==> config.mk <==
export PLATFORM = sky130hd
export DESIGN_NAME = srl8_fifo_flat
export DESIGN_NICKNAME = d
export VERILOG_FILES = /design/src/rtl/srl8_fifo_if.sv /design/src/rtl/srl8_fifo.sv /design/src/flat_wrapper.sv
export SDC_FILE = /design/constraint.sdc
export NUM_CORES = 1
export LEC_CHECK = 0
export CELL_PAD_IN_SITES_DETAIL_PLACEMENT = 1
export CELL_PAD_IN_SITES_GLOBAL_PLACEMENT = 2
export CORE_MARGIN = 10
export CORE_UTILIZATION = 44
export DETAILED_ROUTE_END_ITERATION = 8
export GPL_ROUTABILITY_DRIVEN = 0
export GPL_TIMING_DRIVEN = 1
export PLACE_DENSITY = 0.83
export SLEW_MARGIN = 20
export SYNTH_ARGS = -nofsm -noshare
export SYNTH_HDL_FRONTEND = slang
export SYNTH_SLANG_ARGS = --single-unit
==> constraint.sdc <==
create_clock -name CLK -period 5.7 [get_ports CLK]
set_clock_uncertainty 0.2 [all_clocks]
set_input_delay 0.855 -clock CLK [delete_from_list [all_inputs] [get_ports CLK]]
set_output_delay 0.855 -clock CLK [all_outputs]
set_load 0.1 [all_outputs]
==> src/rtl/srl8_fifo_if.sv <==
// Stream bundle for srl8_fifo: write side (S_*), read side (M_*) and occupancy.
// The FIFO attaches through 'slave'; the producer/consumer side uses 'master'.
interface srl8_fifo_if #(
  parameter int DATA_WIDTH = 8,
  parameter int LVL_WIDTH  = 5
);
  logic [DATA_WIDTH-1:0] S_DATA;
  logic                  S_VALID;
  logic                  S_READY;
  logic [DATA_WIDTH-1:0] M_DATA;
  logic                  M_VALID;
  logic                  M_READY;
  logic [LVL_WIDTH-1:0]  LEVEL;

  modport slave (
    input  S_DATA, S_VALID, M_READY,
    output S_READY, M_DATA, M_VALID, LEVEL
  );

  modport master (
    output S_DATA, S_VALID, M_READY,
    input  S_READY, M_DATA, M_VALID, LEVEL
  );
endinterface

==> src/rtl/srl8_fifo.sv <==
// Shallow FIFO on a serial-in shift register: words enter at tap 0, and the
// oldest word is read from tap cnt-1 into a registered valid/ready output stage.
module srl8_fifo #(
  parameter int DATA_WIDTH = 8,
  parameter int DEPTH      = 8,
  parameter int LVL_WIDTH  = 5
) (
  input  logic         CLK,
  input  logic         RST,
  input  logic         FLUSH,
  srl8_fifo_if.slave   bus
);
  localparam int CNT_WIDTH = $clog2(DEPTH + 1);
  localparam int IDX_WIDTH = (DEPTH > 1) ? $clog2(DEPTH) : 1;
  localparam logic [CNT_WIDTH-1:0] CNT_FULL = CNT_WIDTH'(DEPTH);

  logic [DATA_WIDTH-1:0] sr_q [DEPTH];
  logic [DATA_WIDTH-1:0] sr_d [DEPTH];

  logic [CNT_WIDTH-1:0]  cnt_q, cnt_d;
  logic                  m_valid_q, m_valid_d;
  logic [DATA_WIDTH-1:0] m_data_q, m_data_d;

  logic                  clr;
  logic                  s_ready;
  logic                  push;
  logic                  pop;
  logic                  load;
  logic [IDX_WIDTH-1:0]  rd_idx;

  assign clr     = RST | FLUSH;
  // Ready is a pure function of registered occupancy, never of M_READY.
  assign s_ready = (cnt_q != CNT_FULL);
  assign push    = bus.S_VALID & s_ready;
  assign pop     = m_valid_q & bus.M_READY;
  assign load    = (cnt_q != '0) & (~m_valid_q | pop);
  assign rd_idx  = (cnt_q == '0) ? '0 : IDX_WIDTH'(cnt_q - 1'b1);

  genvar gi;
  generate
    for (gi = 0; gi < DEPTH; gi++) begin : g_sr
      if (gi == 0) begin : g_head
        assign sr_d[gi] = push ? bus.S_DATA : sr_q[gi];
      end else begin : g_tail
        assign sr_d[gi] = push ? sr_q[gi-1] : sr_q[gi];
      end
    end
  endgenerate

  // Storage is intentionally left unreset; cnt alone defines which taps are live.
  always_ff @(posedge CLK) begin
    for (int i = 0; i < DEPTH; i++) begin
      sr_q[i] <= sr_d[i];
    end
  end

  always_comb begin
    cnt_d     = cnt_q;
    m_valid_d = m_valid_q;
    m_data_d  = m_data_q;

    case ({push, load})
      2'b10:   cnt_d = cnt_q + 1'b1;
      2'b01:   cnt_d = cnt_q - 1'b1;
      default: cnt_d = cnt_q;
    endcase

    // The output tap is read from pre-edge contents even when a push shifts.
    if (load) begin
      m_data_d  = sr_q[rd_idx];
      m_valid_d = 1'b1;
    end else if (pop) begin
      m_valid_d = 1'b0;
    end
  end

  always_ff @(posedge CLK) begin
    if (clr) begin
      cnt_q     <= '0;
      m_valid_q <= 1'b0;
      m_data_q  <= '0;
    end else begin
      cnt_q     <= cnt_d;
      m_valid_q <= m_valid_d;
      m_data_q  <= m_data_d;
    end
  end

  assign bus.S_READY = s_ready;
  assign bus.M_DATA  = m_data_q;
  assign bus.M_VALID = m_valid_q;
  assign bus.LEVEL   = LVL_WIDTH'(cnt_q) + LVL_WIDTH'(m_valid_q);

endmodule

==> src/flat_wrapper.sv <==
// flat-port wrapper written by rule: the top's interface ports become plain ports
module srl8_fifo_flat 
#(
  parameter int DATA_WIDTH = 8,
  parameter int DEPTH      = 8,
  parameter int LVL_WIDTH  = 5
)
  (CLK, RST, FLUSH, bus_S_DATA, bus_S_VALID, bus_M_READY, bus_S_READY, bus_M_DATA, bus_M_VALID, bus_LEVEL);
  srl8_fifo_if #(.DATA_WIDTH(DATA_WIDTH), .LVL_WIDTH(LVL_WIDTH)) bus_i ();
  input  logic CLK;
  input  logic RST;
  input  logic FLUSH;
  input wire logic [$bits(bus_i.S_DATA)-1:0] bus_S_DATA;
  input wire logic [$bits(bus_i.S_VALID)-1:0] bus_S_VALID;
  input wire logic [$bits(bus_i.M_READY)-1:0] bus_M_READY;
  output wire logic [$bits(bus_i.S_READY)-1:0] bus_S_READY;
  output wire logic [$bits(bus_i.M_DATA)-1:0] bus_M_DATA;
  output wire logic [$bits(bus_i.M_VALID)-1:0] bus_M_VALID;
  output wire logic [$bits(bus_i.LEVEL)-1:0] bus_LEVEL;
  assign bus_i.S_DATA = bus_S_DATA;
  assign bus_i.S_VALID = bus_S_VALID;
  assign bus_i.M_READY = bus_M_READY;
  assign bus_S_READY = bus_i.S_READY;
  assign bus_M_DATA = bus_i.M_DATA;
  assign bus_M_VALID = bus_i.M_VALID;
  assign bus_LEVEL = bus_i.LEVEL;
  srl8_fifo #(.DATA_WIDTH(DATA_WIDTH), .DEPTH(DEPTH), .LVL_WIDTH(LVL_WIDTH)) u_core (.CLK(CLK), .RST(RST), .FLUSH(FLUSH), .bus(bus_i));
endmodule
# Word-level counts from Yosys, hierarchy flattened
# Memory sizes are Yosys's and may differ from the RTL's. A register that Yosys moved wholly into a read port is not among the register bits.
# Cells that the tools add are included.
# totals
regBits	5
latch_bits	0
ramBits	64
rom_bits	0
input_bits	13
output_inout_bits	15
wordCells	32
memories	1
# classes
addsub	3
mul	0
div	0
order_cmp	0
eq_ne	4
shifts	0
muxes	12
bitwise	6
n_reduce_logical	4
# mem_list
memory	words	word_bits	read_ports	rd_clocked_by_memory_dff	wr	line_no	source
u_core.sr_q	8	8	8	1	8	srl8_fifo.sv:17	logic [DATA_WIDTH-1:0] sr_q [DEPTH];
# ops
cell	n
$mux 8	8
$pmux 4 s2	1
$add 4x1->5	1
$add 4x1->4 const B	1
$logic_not 4->1	1
$ne 4x4->1 const B	1
$reduce_bool 2->1	2
$reduce_bool 4->1	1
$sub 4x1->4 const B	1
$and 1x1->1	3
$mux 3	1
$eq 2x1->1 const B	1
$eq 2x2->1 const B	1
$mux 1	2
$or 1x1->1	2
$ne 1x1->1 const B	1
$not 1->1	1

# Depth between registers and ports, before layout
# depth
ltp_word	5
ltp_mapped	15
ltp_nobuf	10

# Least setup slack after synthesis
# OpenSTA, ideal clock, no wires.
# synth_path
path_kind	reg-to-reg
start	register u_core.cnt_q[0]
end	memory u_core.sr_q[0][0], enable pin
setup_ns	0.418
t_arrival_ns	3.380
required_time_ns	5.082
setup_slack_ns	1.702
path_stages_with_launch	12
path_buffers	5
synth_period_minus_slack_ns	3.998
cell_sequence	dfxtp_1 > clkbuf_4 > buf_2 > buf_4 > inv_1 > ha_1 > and3b_1 > buf_4 > inv_2 > buf_2 > nand2_1 > inv_1
# synth_rtl
item	line_no	source
from (decl)	srl8_fifo.sv:20	logic [CNT_WIDTH-1:0] cnt_q, cnt_d;
from (signal assigned)	srl8_fifo.sv:83	cnt_q <= cnt_d;
to (decl)	srl8_fifo.sv:17	

# Worst setup path after layout
# layout_path
start	register u_core.cnt_q[1]
end	output bus_S_READY
# layout_between
elab_chain_len	1
# layout_lines
item	line_no	source
$ne 4x4->1	srl8_fifo.sv:33	assign s_ready = (cnt_q != CNT_FULL);
to (decl)	flat_wrapper.sv:16	output wire logic [$bits(bus_i.S_READY)-1:0] bus_S_READY;
# Every way passes these cells.

==> flow_summary.ini <==
[timing]
slew_viol_final = 0
clock.fmax_mhz = 240.4
min_period_over_period_pct = 72.98
min_period_ns = 4.160
tightest_slew_ns = 0.9822
rsz0062_at_grt = no
relSlewSlack_pct = 34.32
final_hold_viol_count = 0
setup_violations = 0
fin_tns_setup_ns = 0

[detailed_routing]
via_count = 2021
drc = 0
drt_wl_total_mm = 7.289
route.antenna.remaining_nets = 0
dr.pass1.iters = 4
wl_per_cell_um = 19.86
first_iter_violations = 136
via_per_inst = 5.507

[layout]
drive_gt1_share_pct = 16.04
layout_common_cells = edfxtp_1 (64), clkdlybuf4s50_1 (27), nand2_1 (18), mux2i_1 (17), o21ai_0 (14)
nets = 282
diodes = 0
stdcell_area_sq_um = 3891
final_common_cell = edfxtp_1
stdcell_count = 367
area_delta_synth_final_pct = 14.42

[clock_tree]
clock_latency_ns = 0.35
cts_hold_buf = 0
cts_tree = yes
clock_sinks = 77
cts_root_buf = clkbuf_8
cts_buffers = 9
clk_path_buf_depth = 2
clk_pin_slew_ns = 0.09
cts_resized = 0
cts_setup_buffers = 0
htreeDepth = 3

[critical_path]
path_max_fanout = 22
critical_path_class = flip-flop to output port
r2r-end = u_core.sr_q[4][3]
reg2regPathDepth = 7
cpMaxStageDelayCell = clkdlybuf4s50_1
crit_required_ns = 4.64
cp-start-kind = flip-flop
reg2reg_from = u_core.cnt_q[1]
rrSetupSlack_ns = 2.50
endpoint_kind = output port
worst_ep_arrival_time_ns = 3.10
worstPathCellList = inv_1, ha_1, and3b_1, inv_2, clkdlybuf4s50_1
max_stage_delay_ns = 1.18

[floorplanning]
io_pins = 28
core_sq_um = 7370
die_h_um = 107.9
dieArea_sq_um = 11650
start_util_pct = 46.15
fp.dieW_um = 107.9
rows = 31

[logic_synthesis]
syn_inst = 239
syn_area_sq_um = 3401
synth_ff_type = edfxtp_1
ys_types = 38
synth_top_area_share_pct = 56.51
synth_top_cell_by_area = edfxtp_1
synthArstFlopShare_pct = 0
ys_ff_latch = 77
yosys-top-cells-area = edfxtp_1 (57%), dfxtp_1 (7.7%), mux2i_1 (5.0%)
synth.yosys.seq_area_share_pct = 64.16
synth_nets = 257
ys_warn_count = 0
synth.avg_cell_area_sq_um = 14.23
synth-edff-count = 64

[run]
drv_cap = 0

[placed_design]
hpwl_mm = 4.763
place_area_sq_um = 3705
numPortBuffers = 27
placedCellCount = 352

[hold_path]
holdPathEnd = u_core.sr_q[7][5]
worst_hold_path_type = flip-flop to flip-flop
hold_depth = 0
min_from = u_core.sr_q[6][5]

[global_routing]
gr-usage-all-layers_pct = 13.04
grt_pass1_vias = 2171
grt_pass1_wl_mm = 11.66
antenna_found_initial = 0
gr-total-overflow = 0
grt_max_degree = 54

[run_status]
status = finished clean

[power]
cellPowerDensity_nw_per_um2 = 418.2
p_leak_uw = 0.001273
ir_drop_v = 0.0002642
Yosys cell counts (5+ instances only):
cell and number:
a2111oi_0 8, a21oi_1 9, buf_2 7, dfxtp_1 13
edfxtp_1 64, ha_1 5, mux2_2 8, mux2i_1 17
nand2_1 18, nor2_1 7, nor2b_1 9, nor3_1 8
o21ai_0 14, o221ai_1 7, o221ai_2 9
cell type report:
type	instances	area, sq um
Inverter	4	15.01
Sequential cell	77	2183
Timing Repair Buffer	29	285.3
Multi-Input combinational cell	143	1097
Clock buffer	9	123.9
Tap cell	99	123.9
Fill cell	729	3478
Clock inverter	6	62.56
through the flow:
| stage | power, uW | setup slack, ns | hold slack, ns | utilization, % |
|---|---|---|---|---|
| final | 1627 | 1.540 | 0.2465 | 52.80 |
| after global routing | 1709 | 1.318 | 0.2600 | 52.80 |
| after CTS | 1644 | 1.505 | 0.2499 | 52.80 |
| after detailed placement | 1246 | 1.897 | 0.2352 | 50.27 |
| after global placement | 1239 | 1.988 | 0.2290 | 50.27 |
| after floorplan | 1130 | 1.702 | 0.2204 | - |
how the worst max path moves through the flow:
stage               startpoint                 to  depth (start not counted)
2_1_floorplan  u_core.cnt_q[0]  u_core.sr_q[0][0]                         11
3_3_place_gp   u_core.cnt_q[1]        bus_S_READY                          5
3_5_place_dp   u_core.cnt_q[1]        bus_S_READY                          5
4_1_cts        u_core.cnt_q[1]        bus_S_READY                          5
5_1_grt        u_core.cnt_q[1]        bus_S_READY                          5
6_report       u_core.cnt_q[1]        bus_S_READY                          5
per-layer routing:
layer  GRT usage (%)  up-vias  part of all wire, %
met1           16.45      993                   47
met3           4.611       11                  5.6
li1                -      974                    -
met4           5.916        0                  2.2
met2           19.69       43                   45
met5               0        -                    0
sequential cells by signal, indices dropped and copies added (netlist names):
name,cells
u_core.cnt_q,4
u_core.sr_q,64
u_core.bus.M_VALID,1
u_core.bus.M_DATA,8
logic make-up after synthesis:
| logic type | synth area share [%] |
|---|---|
| fa+ha+maj | 1.840 |
| flops | 64.16 |
| mux | 7.653 |
| simple gates | 8.720 |
| buf+inv | 3.569 |
| compound gates | 12.51 |
| xor+xnor | 1.546 |
critical path, delay by kind of cell (launching register included):
family | cells | cell delay (ns)
buf+inv | 3 | 1.49
flops | 1 | 0.44
simple gates | 1 | 0.40
fa+ha+maj | 1 | 0.42
report_power, final:
| group | total (uW) | internal, uW | switching (uW) |
|---|---|---|---|
| combinational | 519 | 159 | 359 |
| sequential | 710 | 674 | 36.2 |
| clock | 398 | 199 | 199 |
Note: power is estimated with default switching activity, not from simulation.
